[src/rtl/cl_frame_gen.sv]
// cl_frame_gen
// ------------
// Camera Link frame generator. Drives FVAL/LVAL and an 8-tap x 10-bit pixel
// bus carrying a deterministic ramp, with programmable geometry and blanking.
// It stands in for a camera on the test/loopback path.
//
// Optional feature (compile-time macro CL_GEN_LINE_HDR_EN):
//   defined     -> clock 0 of every line carries {48'h0, frame_num, line_num}
//   not defined -> clock 0 carries the ramp like every other clock
//
// Ports:
//   cl_clk      in   pixel clock
//   reset       in   asynchronous, active-high
//   start       in   one-cycle request to begin generation (IDLE only)
//   stop        in   one-cycle request: finish current frame, then IDLE
//   num_frames  in   frames to emit, sampled with start; 0 = until stop
//   cl_fval     out  frame valid
//   cl_lval     out  line valid
//   cl_data     out  tap k at bits [10k+9:10k], k = 0..7
//   frame_num   out  completed-frame count since reset (wraps)
//   frame_done  out  one-cycle pulse on the clock FVAL falls
//   busy        out  high whenever the generator is not idle
//
// start/stop are plain level-sampled request pulses: each is acted on at the
// rising cl_clk edge where it is high; there is no acknowledge.
module cl_frame_gen #(
  parameter int CLKS_PER_LINE   = 256,
  parameter int LINES_PER_FRAME = 2048,
  parameter int FV2LV           = 4,
  parameter int HBLANK          = 16,
  parameter int LV2FV           = 4,
  parameter int VBLANK          = 64,
  parameter int FRAME_NUM_SIZE  = 20,
  parameter int LINE_NUM_SIZE   = 12,
  parameter int CLK_COUNT_SIZE  = 10
) (
  input  logic                      cl_clk,
  input  logic                      reset,
  input  logic                      start,
  input  logic                      stop,
  input  logic [15:0]               num_frames,
  output logic                      cl_fval,
  output logic                      cl_lval,
  output logic [79:0]               cl_data,
  output logic [FRAME_NUM_SIZE-1:0] frame_num,
  output logic                      frame_done,
  output logic                      busy
);

  typedef enum logic [2:0] {
    S_IDLE, S_FV_LEAD, S_LINE, S_HGAP, S_FV_TRAIL, S_VGAP
  } state_t;

  state_t                    state_q, state_d;
  // Clocks already spent in the current state; wide enough for any blanking.
  logic [31:0]               cnt_q, cnt_d;
  logic [LINE_NUM_SIZE-1:0]  line_q, line_d;
  logic [15:0]               num_frames_q, num_frames_d;
  logic [15:0]               frm_cnt_q, frm_cnt_d;
  logic                      stop_lat_q, stop_lat_d;
  logic                      done_q, done_d;
  logic                      fval_q, fval_d;
  logic                      lval_q, lval_d;
  logic [79:0]               data_q, data_d;
  logic [FRAME_NUM_SIZE-1:0] frame_num_q, frame_num_d;
  logic                      frame_done_q, frame_done_d;
  logic                      busy_q, busy_d;

  logic [CLK_COUNT_SIZE-1:0] clk_idx;
  logic [9:0]                f10, l10, c8;

  always_comb begin
    state_d      = state_q;
    cnt_d        = cnt_q;
    line_d       = line_q;
    num_frames_d = num_frames_q;
    frm_cnt_d    = frm_cnt_q;
    stop_lat_d   = stop_lat_q;
    done_d       = done_q;
    frame_num_d  = frame_num_q;
    frame_done_d = 1'b0;

    case (state_q)
      S_IDLE: begin
        if (start) begin
          state_d      = S_FV_LEAD;
          cnt_d        = '0;
          line_d       = '0;
          num_frames_d = num_frames;
          frm_cnt_d    = '0;
          // A stop arriving together with start makes this a one-frame run.
          stop_lat_d   = stop;
          done_d       = 1'b0;
        end
      end
      S_FV_LEAD: begin
        if (cnt_q == 32'(FV2LV - 1)) begin
          state_d = S_LINE;
          cnt_d   = '0;
        end else begin
          cnt_d = cnt_q + 32'd1;
        end
      end
      S_LINE: begin
        if (cnt_q == 32'(CLKS_PER_LINE - 1)) begin
          cnt_d = '0;
          if (line_q == LINE_NUM_SIZE'(LINES_PER_FRAME - 1)) begin
            state_d = S_FV_TRAIL;
          end else begin
            state_d = S_HGAP;
            line_d  = line_q + LINE_NUM_SIZE'(1);
          end
        end else begin
          cnt_d = cnt_q + 32'd1;
        end
      end
      S_HGAP: begin
        if (cnt_q == 32'(HBLANK - 1)) begin
          state_d = S_LINE;
          cnt_d   = '0;
        end else begin
          cnt_d = cnt_q + 32'd1;
        end
      end
      S_FV_TRAIL: begin
        if (cnt_q == 32'(LV2FV - 1)) begin
          state_d      = S_VGAP;
          cnt_d        = '0;
          frame_done_d = 1'b1;
          frame_num_d  = frame_num_q + FRAME_NUM_SIZE'(1);
          frm_cnt_d    = frm_cnt_q + 16'd1;
          // The run-length decision is taken once, as FVAL falls.
          done_d       = stop_lat_q || stop ||
                         (num_frames_q != 16'd0 && (frm_cnt_q + 16'd1) == num_frames_q);
        end else begin
          cnt_d = cnt_q + 32'd1;
        end
      end
      S_VGAP: begin
        if (cnt_q == 32'(VBLANK - 1)) begin
          cnt_d  = '0;
          line_d = '0;
          if (done_q) begin
            state_d    = S_IDLE;
            stop_lat_d = 1'b0;
            done_d     = 1'b0;
          end else begin
            state_d = S_FV_LEAD;
          end
        end else begin
          cnt_d = cnt_q + 32'd1;
        end
      end
      default: state_d = S_IDLE;
    endcase

    // Stop requests are remembered for the rest of the run; in IDLE they are
    // only meaningful alongside start (handled above).
    if (state_q != S_IDLE && state_d != S_IDLE && stop) stop_lat_d = 1'b1;
  end

  // Output image is computed from the next state so every output is a flop.
  assign clk_idx = cnt_d[CLK_COUNT_SIZE-1:0];
  assign f10     = 10'(frame_num_q);
  assign l10     = 10'(line_d);
  assign c8      = 10'({clk_idx, 3'b000});

  always_comb begin
    fval_d = (state_d == S_FV_LEAD) || (state_d == S_LINE) ||
             (state_d == S_HGAP)    || (state_d == S_FV_TRAIL);
    lval_d = (state_d == S_LINE);
    busy_d = (state_d != S_IDLE);
    data_d = '0;
    if (state_d == S_LINE) begin
      for (int k = 0; k < 8; k++) begin
        data_d[10*k +: 10] = f10 + l10 + c8 + 10'(k);
      end
`ifdef CL_GEN_LINE_HDR_EN
      if (cnt_d == 32'd0) begin
        data_d = {48'h0, 20'(frame_num_q), 12'(line_d)};
      end
`endif
    end
  end

  always_ff @(posedge cl_clk or posedge reset) begin
    if (reset) begin
      state_q      <= S_IDLE;
      cnt_q        <= '0;
      line_q       <= '0;
      num_frames_q <= '0;
      frm_cnt_q    <= '0;
      stop_lat_q   <= 1'b0;
      done_q       <= 1'b0;
      fval_q       <= 1'b0;
      lval_q       <= 1'b0;
      data_q       <= '0;
      frame_num_q  <= '0;
      frame_done_q <= 1'b0;
      busy_q       <= 1'b0;
    end else begin
      state_q      <= state_d;
      cnt_q        <= cnt_d;
      line_q       <= line_d;
      num_frames_q <= num_frames_d;
      frm_cnt_q    <= frm_cnt_d;
      stop_lat_q   <= stop_lat_d;
      done_q       <= done_d;
      fval_q       <= fval_d;
      lval_q       <= lval_d;
      data_q       <= data_d;
      frame_num_q  <= frame_num_d;
      frame_done_q <= frame_done_d;
      busy_q       <= busy_d;
    end
  end

  assign cl_fval    = fval_q;
  assign cl_lval    = lval_q;
  assign cl_data    = data_q;
  assign frame_num  = frame_num_q;
  assign frame_done = frame_done_q;
  assign busy       = busy_q;

endmodule

[config.mk]
export PLATFORM = sky130hd
export DESIGN_NAME = cl_frame_gen
export DESIGN_NICKNAME = d
export VERILOG_FILES = /design/src/rtl/cl_frame_gen.sv
export SDC_FILE = /design/constraint.sdc
export NUM_CORES = 1
export LEC_CHECK = 0
export BUFFER_PORTS_ARGS = -buffer_cell sky130_fd_sc_hd__buf_2
export CORE_MARGIN = 8
export CORE_UTILIZATION = 40
export CTS_CLUSTER_DIAMETER = 100
export DETAILED_ROUTE_END_ITERATION = 7
export PLACE_DENSITY = 0.67
export RECOVER_POWER = 50
export SLEW_MARGIN = 20
export SYNTH_ARGS = -nofsm -noshare
export SYNTH_HDL_FRONTEND = slang
export SYNTH_SLANG_ARGS = --single-unit
[constraint.sdc]
create_clock -name cl_clk -period 13 [get_ports cl_clk]
set_input_delay 2.6 -clock cl_clk [delete_from_list [all_inputs] [get_ports cl_clk]]
set_output_delay 2.6 -clock cl_clk [all_outputs]
set_load 0.05 [all_outputs]
==> results of run 1 <==
## worst reg2reg max path: stages, from the launching register on
cell and delay [ps]:
dfrtp_1 450, nor4_4 360, nand4_4 220, nor4_4 370, a31oi_1 370, o21bai_1 290, a22o_1 210, ha_1 280
ha_1 230, fa_1 430, a21o_1 220, a21boi_0 280, o21bai_1 130, xor2_1 710, nor3b_4 780, and3_1 290
nand3_1 80, mux2i_1 170
## per-layer routing
metal  wire [um]  GRT usage [%]  vias up
met1        9974          20.61     3423
li1            -              -     3414
met3        1221          3.634       13
met4         202          3.804        0
met2        9904          24.16      176
met5           0              0        -
## sequential cells by signal, summed over array words and instances, names as in the netlist, 3 cells and up
| name | count |
|---|---|
| frame_num | 20 |
| num_frames_q | 16 |
| cl_data | 70 |
| state_q | 3 |
| line_q | 12 |
| cnt_q | 32 |
| frm_cnt_q | 16 |
## cell families (layout without fill, tap and decap cells)
| family | Yosys count | after routing |
|---|---|---|
| muxes | 24 | 24 |
| and+or+nand+nor | 377 | 377 |
| adders and majority gates | 32 | 32 |
| buffers and inverters | 79 | 193 |
| AOI/OAI and AO/OA | 138 | 138 |
| xor gates and xnor gates | 122 | 122 |
| DFF | 175 | 175 |
## path summary, 6_finish.rpt
path                                            from                   endpoint  slack [ps]  cells past startpoint
min in group asynchronous                      reset       cl_data[9]$_DFF_PP0_        3510                      2
max reg2reg                    cnt_q[14]$_DFFE_PP0P_      cl_data[29]$_DFF_PP0_        7070                     17
max                                            start      cl_data[29]$_DFF_PP0_        5880                     16
max in group asynchronous                      reset      cl_data[70]$_DFF_PP0_        7220                      3
min                        frame_num[19]$_DFFE_PP0P_  frame_num[19]$_DFFE_PP0P_         480                      1
min reg2reg                frame_num[19]$_DFFE_PP0P_  frame_num[19]$_DFFE_PP0P_         480                      1
## final cells by class
type	instances	area, um2	area share [%]
Multi-Input combinational cell	693	4622	43.09
Inverter	33	125.1	1.167
Tap cell	319	399.1	3.721
Clock inverter	14	219.0	2.042
Timing Repair Buffer	128	551.8	5.145
Sequential cell	175	4379	40.83
Clock buffer	18	429.2	4.001
## cells in the final DEF (no fill, tap or decap), drive strengths merged, types with 19 or more instances in the layout
cell	n
nand4	25
nor4	19
nor3	19
clkbuf	95
nand2	74
o21ai	55
nor2	136
and3	23
buf	51
nand3	36
inv	39
xnor2	82
a21oi	33
ha	25
xor2	40
dfrtp	175
## through the flow
| step | power (mW) | instances | setup slack, ps |
|---|---|---|---|
| floorplan | 2.022 | 947 | 5655 |
| global placement | 2.302 | 1348 | 5359 |
| detailed placement | 2.332 | 1348 | 5164 |
| CTS | 2.908 | 1380 | 5557 |
| global route | 3.140 | 1380 | 5365 |
| finish | 2.931 | 1380 | 5877 |
## power groups by stage
stage | logic (mW) | registers (mW) | clock network (mW)
global placement | 1.56 | 0.738 | 0
floorplan | 1.24 | 0.782 | 0
finish | 1.63 | 0.734 | 0.564
CTS | 1.60 | 0.731 | 0.576
global route | 1.79 | 0.750 | 0.598
detailed placement | 1.59 | 0.740 | 0
==> metrics, run 1 <==
Compound-Gate Fraction of Synth Area=9.076%; Sw Share=46.03%; sequential area share after synthesis=46.92%; first-pass GRT wire length=35560 um; Critical Path RT=13350 ps; fin crit period=7123 ps; fin. max-slew vios=107; number of port buffers=123; number of fill cells=2211; Mapped Cells=947; WS Path Type=primary input to flip-flop; cts hold-fix bufs=0; Leak=4.804 nW; xor/xnor cell area share of the yosys netlist=11.85%; VDD IR max=0.2038 mV; Post-DP Area=0.01017 mm2; Simple-Gate Fraction of Synth Area=20.69%; fin nets=1100; CP peak stage delay=780 ps; wire per inst=15.44 um; Critical Path AT=7480 ps; failing checks=max-capacitance violations, max-slew violations; Synth Cell Area=0.009333 mm2; 1st-iter DRT viols=406; Detail Route Antenna Nets=0; Fin. Hold Viols=0; initial antenna violation count=0; Bufs and invs on worst path=1; total global routing overflow=0; Setup violations, final=0; multiplexer area fraction after synthesis=2.802%; Sw Pwr=1.349 mW; via count=7026; clock sinks=175; Area Overhead vs Synth=14.92%; I/O pins=124; Most used DFF post-synth=dfrtp_1; PwrDens=273.3 mW/mm2; insertion delay to the later sink of the worst-skew pair=430 ps; GR Util All Layers=15.22%; Max Freq=140.4 MHz; post-DP HPWL=14970 um; total routed wirelength=21300 um; layout cells sized above 1=11.97%; FP Rows=56; final instance area=0.01073 mm2; Synth top cells by count=dfrtp_1 (175), nor2_1 (135), xnor2_1 (80); initial core utilization=40.24%; pin count of the biggest net entering global routing=107; Root Buffer=clkbuf_16; sum of negative setup slack=0 ps; DR pass1 iterations=5; die height=168.7 um; Power Internal=1.582 mW; worst min path class=flip-flop to flip-flop; unrepaired setup endpoints after global routing=no; gpl congestion=0.8379; vias in the first global route=6847; top cell type by total area after synthesis=dfrtp_1; largest family of logic cells by synthesized area=simple AND/OR/NAND/NOR gates; crit-path leading delay family=compound AO/OA/AOI/OAI gates; startpoint types=primary input; synthesized flop and latch total=175; CTS tree=built; hold slack=475.1 ps; combinational share of power=55.7%; Slew HR=-204.0%; Die Span X=168.7 um; Adder-Cell Fraction of Synth Area=4.853%; post-layout util=46.25%; Worst Skew=11.75 ps; most common cell in the netlist=dfrtp_1; warning count from the yosys run=0; Tcrit/Tclk final=54.79%; clock-pin slew on the worst setup and hold paths=70 ps; DRC viols=0; status=finished with violations; crit path max fanout=20; synth top area cells=dfrtp_1 (47%), xnor2_1 (7.5%), nor2_1 (5.4%); Yosys cell types=57; cts bufs inserted=17; Core ar.=0.02319 mm2; Reg power frac=25.0%; Synth top area share=46.92%; Antenna diodes=0; Clock Power Share=19.2%; number of synthesized flops with an enable pin=0; Syn Area/Cell=9.855 um2; DR vias/cell=5.091; total die area=0.02847 mm2; CP Cell Sequence=clkbuf_1 -> o21a_1 -> a31oi_1 -> o21bai_1 -> a22o_1 -> ha_1 -> ha_1 -> fa_1 -> a21o_1 -> a21boi_0 -> o21bai_1 -> xor2_1 -> nor3b_4 -> and3_1 -> nand3_1 -> mux2i_1; async set-reset flop share out of synthesis=100.0%; cts repair resizes=0; slowest CP cell=nor3b_4; # Post-CTS Setup Buffers=0; max-cap viol count=1; H-tree levels=4; Clock Path Buffers=2; syn nets=999; crit end category=flip-flop; Worst Tran Pin Value=4536 ps
(Power assumes the default switching activity.)
==> run 2, diff against run 1 <==
==> constraint.sdc (replaced) <==
create_clock -name cl_clk -period 6.97 [get_ports cl_clk]
set_input_delay 1.394 -clock cl_clk [delete_from_list [all_inputs] [get_ports cl_clk]]
set_output_delay 1.394 -clock cl_clk [all_outputs]
set_load 0.05 [all_outputs]
==> run 2 against run 1 <==
Critical path depth increased by 4; cell count increased by 0.43%; largest power group unchanged; hold slack improved by 5.9 ps; clock power increased by 65%; combinational power increased by 88%; wire length increased by 0.51%; the run still ends with max-capacitance violations, max-slew violations left; sequential power increased by 87%; flip-flop and latch count unchanged.
==> metrics, run 2 (synthesis gave the netlist of run 1 again) <==
most frequent cells in the layout=dfrtp_1 (175), nor2_1 (136), clkbuf_1 (88); R2R Path Start=cnt_q[14]$_DFFE_PP0P_; unrepaired setup endpoints after global routing=no; Critical Path AT=6200 ps; worst min path class=flip-flop to flip-flop; DR pass1 iterations=5; number of fill cells=2228; CP Cell Sequence=nor4_4 -> nand4_4 -> nor4_1 -> o21ai_0 -> nor2_1 -> o21ai_0 -> nand2_1 -> o21a_1 -> fa_1 -> inv_1 -> ha_1 -> o21ai_0 -> o21bai_1 -> xor2_1 -> buf_4 -> nor3b_2 -> buf_4 -> and3_1 -> nand3_1 -> mux2i_1; most common cell after layout, fill and taps aside=dfrtp_1; max-cap viol count=2; cts repair resizes=0; Worst setup endpoint=cl_data[29]$_DFF_PP0_; CP peak stage delay=550 ps; Detail Route Antenna Nets=0; insertion delay to the later sink of the worst-skew pair=440 ps; Final Non-Filler Cells=1386; Tcrit/Tclk final=83.86%; PwrDens=503.2 mW/mm2; Antenna diodes=0; crit-path leading delay family=simple AND/OR/NAND/NOR gates; CTS tree=built; initial core utilization=40.24%; startpoint types=flip-flop; Core ar.=0.02319 mm2; I/O pins=124; placed insts=1354; fin nets=1106; VDD IR max=0.3443 mV; number of port buffers=123; Fin. Hold Viols=0; CP Launch Point=cnt_q[14]$_DFFE_PP0P_; cts hold-fix bufs=0; Worst Tran Pin Value=3435 ps; Worst Skew=14.46 ps; post-DP HPWL=15280 um; crit path max fanout=13; Clock Path Buffers=2; worst r2r path cells=20; H-tree levels=4; slowest CP cell=nor2_1; total die area=0.02847 mm2; initial antenna violation count=0; WS Path Type=flip-flop to flip-flop; hold slack=481.1 ps; max reg flops=70; multi-input logic area=0.004596 mm2; GR Util All Layers=15.29%; Area Overhead vs Synth=14.08%; fin crit period=5845 ps; die height=168.7 um; cts bufs inserted=17; status=finished with violations; gpl congestion=0.8439; Die Span X=168.7 um; pin count of the biggest net entering global routing=80; Critical Path RT=7320 ps; total global routing overflow=0; # Post-CTS Setup Buffers=0; fin. max-slew vios=119; Worst R2R Setup Slack=1120 ps; Post-DP Area=0.01022 mm2; total routed wirelength=21410 um; wire per inst=15.45 um; Root Buffer=clkbuf_16; via count=6992; Max Freq=171.1 MHz; 1st-iter DRT viols=469; clock-pin slew on the worst setup and hold paths=70 ps; failing checks=max-capacitance violations, max-slew violations; Setup violations, final=0; vias in the first global route=6870; Leak=4.728 nW; layout cells sized above 1=11.25%; DRC viols=0; Bufs and invs on worst path=3; FF/Latch Area=0.004379 mm2; most used cell, CP=o21ai_0; first-pass GRT wire length=35600 um; Slew HR=-130.2%; sum of negative setup slack=0 ps; DR vias/cell=5.045; crit end category=flip-flop; FP Rows=56; final instance area=0.01065 mm2; instance count on the critical path=20; clock sinks=175; r2r endpoint=cl_data[29]$_DFF_PP0_
run 2: changes by cell type in the layout (fill, tap and decap cells not counted), sizes merged:
cell	change
clkbuf	+10
buf	-5
bufinv	-4
clkinvlp	+3
inv	+2
run 2: worst min path at each step:
stage,startpoint,end,slack [ps],cells past startpoint
detailed placement,frame_num[19]$_DFFE_PP0P_,frame_num[19]$_DFFE_PP0P_,470,1
global placement,frame_num[19]$_DFFE_PP0P_,frame_num[19]$_DFFE_PP0P_,460,1
floorplan,line_q[11]$_DFFE_PP0P_,line_q[11]$_DFFE_PP0P_,440,1
CTS,frame_num[19]$_DFFE_PP0P_,frame_num[19]$_DFFE_PP0P_,480,1
global route,line_q[11]$_DFFE_PP0P_,line_q[11]$_DFFE_PP0P_,500,1
finish,frame_num[19]$_DFFE_PP0P_,frame_num[19]$_DFFE_PP0P_,480,1
run 2: metal layers:
metal	GRT usage, %	vias up	routed length [um]
met4	3.455	0	177
met1	20.85	3389	10250
met2	24.07	163	9851
li1	-	3428	-
met5	0	-	0
met3	3.867	12	1136
run 2: area by class of cell:
type                    instances  area share [%]
repair buffers                134           5.453
flip-flops and latches        175           41.13
well taps                     319           3.749
clock inverters                15           1.328
multi-input cells             693           43.17
clock buffers                  17           3.996
inverters                      33           1.175
run 2: worst reg2reg max path, stage by stage (launching register included):
cell and delay (ps):
dfrtp_1 450, nor4_4 350, nand4_4 220, nor4_1 480, o21ai_0 460, nor2_1 550
o21ai_0 150, nand2_1 120, o21a_1 140, fa_1 400, inv_1 60, ha_1 270
o21ai_0 400, o21bai_1 150, xor2_1 140, buf_4 200, nor3b_2 490, buf_4 290
and3_1 190, nand3_1 80, mux2i_1 170
run 2: power by group:
| group | total, mW | leakage [nW] | switching [mW] | internal, mW |
|---|---|---|---|---|
| sequential | 1.37 | 2.31 | 0.189 | 1.18 |
| clock | 0.931 | 0.268 | 0.456 | 0.475 |
| combinational | 3.06 | 2.15 | 1.87 | 1.19 |
run 2: per-stage QoR:
step	util, %	power, mW	setup WS, ps
floorplan	-	3.771	830.8
global placement	44.05	4.382	1211
detailed placement	44.05	4.420	1080
CTS	46.49	5.377	1493
global route	45.91	5.760	466.0
finish	45.91	5.357	1125
==> run 3, diff against run 2 <==
==> constraint.sdc (replaced) <==
create_clock -name cl_clk -period 6 [get_ports cl_clk]
set_input_delay 1.2 -clock cl_clk [delete_from_list [all_inputs] [get_ports cl_clk]]
set_output_delay 1.2 -clock cl_clk [all_outputs]
set_load 0.05 [all_outputs]
==> run 3 against run 2 <==
The run still ends with max-capacitance violations, max-slew violations left; die area unchanged; sequential power increased by 16%; hold slack got worse by 12 ps; combinational power increased by 18%; non-clock buffer count increased by 1; critical endpoint is now cl_data[69]$_DFF_PP0_.
==> metrics, run 3 (synthesis gave the netlist of run 1 again) <==
Post-DP Area=0.01022 mm2; Max Freq=194.6 MHz; status=finished with violations; GR Util All Layers=15.37%; # Post-CTS Setup Buffers=0; total routed wirelength=21570 um; insertion delay to the later sink of the worst-skew pair=430 ps; initial antenna violation count=0; PwrDens=586.0 mW/mm2; cts bufs inserted=17; Power Internal=3.364 mW; CP Launch Point=state_q[2]$_DFF_PP0_; CTS tree=built; total global routing overflow=0; Sw Share=46.39%; clock sinks=175; fin nets=1107; cts hold-fix bufs=0; Worst setup endpoint=cl_data[69]$_DFF_PP0_; Reg power frac=25.3%; Antenna diodes=0; Tcrit/Tclk final=85.65%; r2r endpoint=cl_data[69]$_DFF_PP0_; Die Span X=168.7 um; DRC viols=0; worst r2r path cells=13; sum of negative setup slack=0 ps; Worst R2R Setup Slack=860 ps; Core ar.=0.02319 mm2; I/O pins=124; Fin. Hold Viols=0; layout cells sized above 1=14.70%; unrepaired setup endpoints after global routing=no; DR pass1 iterations=6; WS Path Type=flip-flop to flip-flop; Clock Path Buffers=2; 1st-iter DRT viols=372; crit end category=flip-flop; most common cell after layout, fill and taps aside=dfrtp_1; max reg flops=70; vias in the first global route=6925; Root Buffer=clkbuf_16; Setup violations, final=0; failing checks=max-capacitance violations, max-slew violations; Worst Skew=11.95 ps; number of port buffers=123; H-tree levels=4; Critical Path AT=5490 ps; Area Overhead vs Synth=14.75%; R2R Path Start=state_q[2]$_DFF_PP0_; final instance area=0.01071 mm2; worst min path class=flip-flop to flip-flop; DR vias/cell=5.061; combinational share of power=57.4%; gpl congestion=0.8394; Leak=4.892 nW; Sw Pwr=2.911 mW; Overall Power=6.275 mW; pin count of the biggest net entering global routing=75; fin. max-slew vios=75; Clock Power Share=17.3%; Critical Path RT=6350 ps; via count=7019; total die area=0.02847 mm2; wire per inst=15.55 um; startpoint types=flip-flop; die height=168.7 um; Slew HR=-114.8%; most frequent cells in the layout=dfrtp_1 (175), nor2_1 (135), xnor2_1 (79); crit path max fanout=18; fin crit period=5139 ps; first-pass GRT wire length=35450 um; VDD IR max=0.5016 mV; Worst Tran Pin Value=3205 ps; FP Rows=56; post-DP HPWL=15450 um; initial core utilization=40.24%; clock-pin slew on the worst setup and hold paths=70 ps; cts repair resizes=0; max-cap viol count=1; Detail Route Antenna Nets=0
run 3: cell count changes in the layout (fill, tap and decap cells not counted), moves of 2 or more:
| cell | delta |
|---|---|
| buf_2 | +33 |
| clkbuf_1 | -34 |
| inv_8 | -5 |
| inv_6 | +2 |
| clkbuf_2 | +2 |
| clkinvlp_4 | -3 |
| buf_4 | +2 |
run 3: power groups by stage:
stage / clock network, mW / registers [mW] / logic (mW)
after floorplan: 0 / 1.69 / 2.69
after global placement: 0 / 1.60 / 3.55
after detailed placement: 0 / 1.60 / 3.58
after CTS: 1.11 / 1.58 / 3.60
after global routing: 1.16 / 1.62 / 3.94
final: 1.09 / 1.59 / 3.60
run 3: layer usage:
| layer | track usage, % | part of all wire [%] |
|---|---|---|
| met5 | 0 | 0 |
| met4 | 4.581 | 1.3 |
| met3 | 3.611 | 5.3 |
| met2 | 24.32 | 47 |
| met1 | 20.63 | 47 |
run 3: worst max-delay path: stages (launching register included):
cell     delay (ps)
dfrtp_1         510
nor2_1          380
nand2_2         320
o22ai_1         590
nor2_2          180
o41ai_1         820
fa_1            600
ha_1            370
a21o_1          130
o41ai_1          70
xnor2_1         370
xnor2_4         130
xnor2_4         340
mux2i_1         240
run 3: worst min path at each step:
stage	from	to	slack, ps	cells past startpoint
2_1_floorplan	line_q[11]$_DFFE_PP0P_	line_q[11]$_DFFE_PP0P_	440	1
3_3_place_gp	frame_num[19]$_DFFE_PP0P_	frame_num[19]$_DFFE_PP0P_	460	1
3_5_place_dp	frame_num[19]$_DFFE_PP0P_	frame_num[19]$_DFFE_PP0P_	470	1
4_1_cts	frame_num[19]$_DFFE_PP0P_	frame_num[19]$_DFFE_PP0P_	480	1
5_1_grt	frame_num[19]$_DFFE_PP0P_	frame_num[19]$_DFFE_PP0P_	500	1
6_report	frame_num[19]$_DFFE_PP0P_	frame_num[19]$_DFFE_PP0P_	470	1
run 3: stage by stage:
stage                     std cells  util (%)  worst slack [ps]  hold WS [ps]
after floorplan                 947         -             54.80         441.8
after global placement         1355     44.08             914.5         460.3
after detailed placement       1355     44.08             850.0         470.8
after CTS                      1387     46.54             907.5         480.3
after global routing           1387     46.18             348.0         503.6
final                          1387     46.18             861.2         468.9
run 3: cell type report:
class / count / area [um2]
fill: 2253 / 12480
clock buffer: 20 / 446.7
multi-input combinational: 693 / 4599
tap: 319 / 399.1
sequential: 175 / 4379
inverter: 33 / 125.1
clock inverter: 12 / 123.9
timing repair buffer: 135 / 635.6
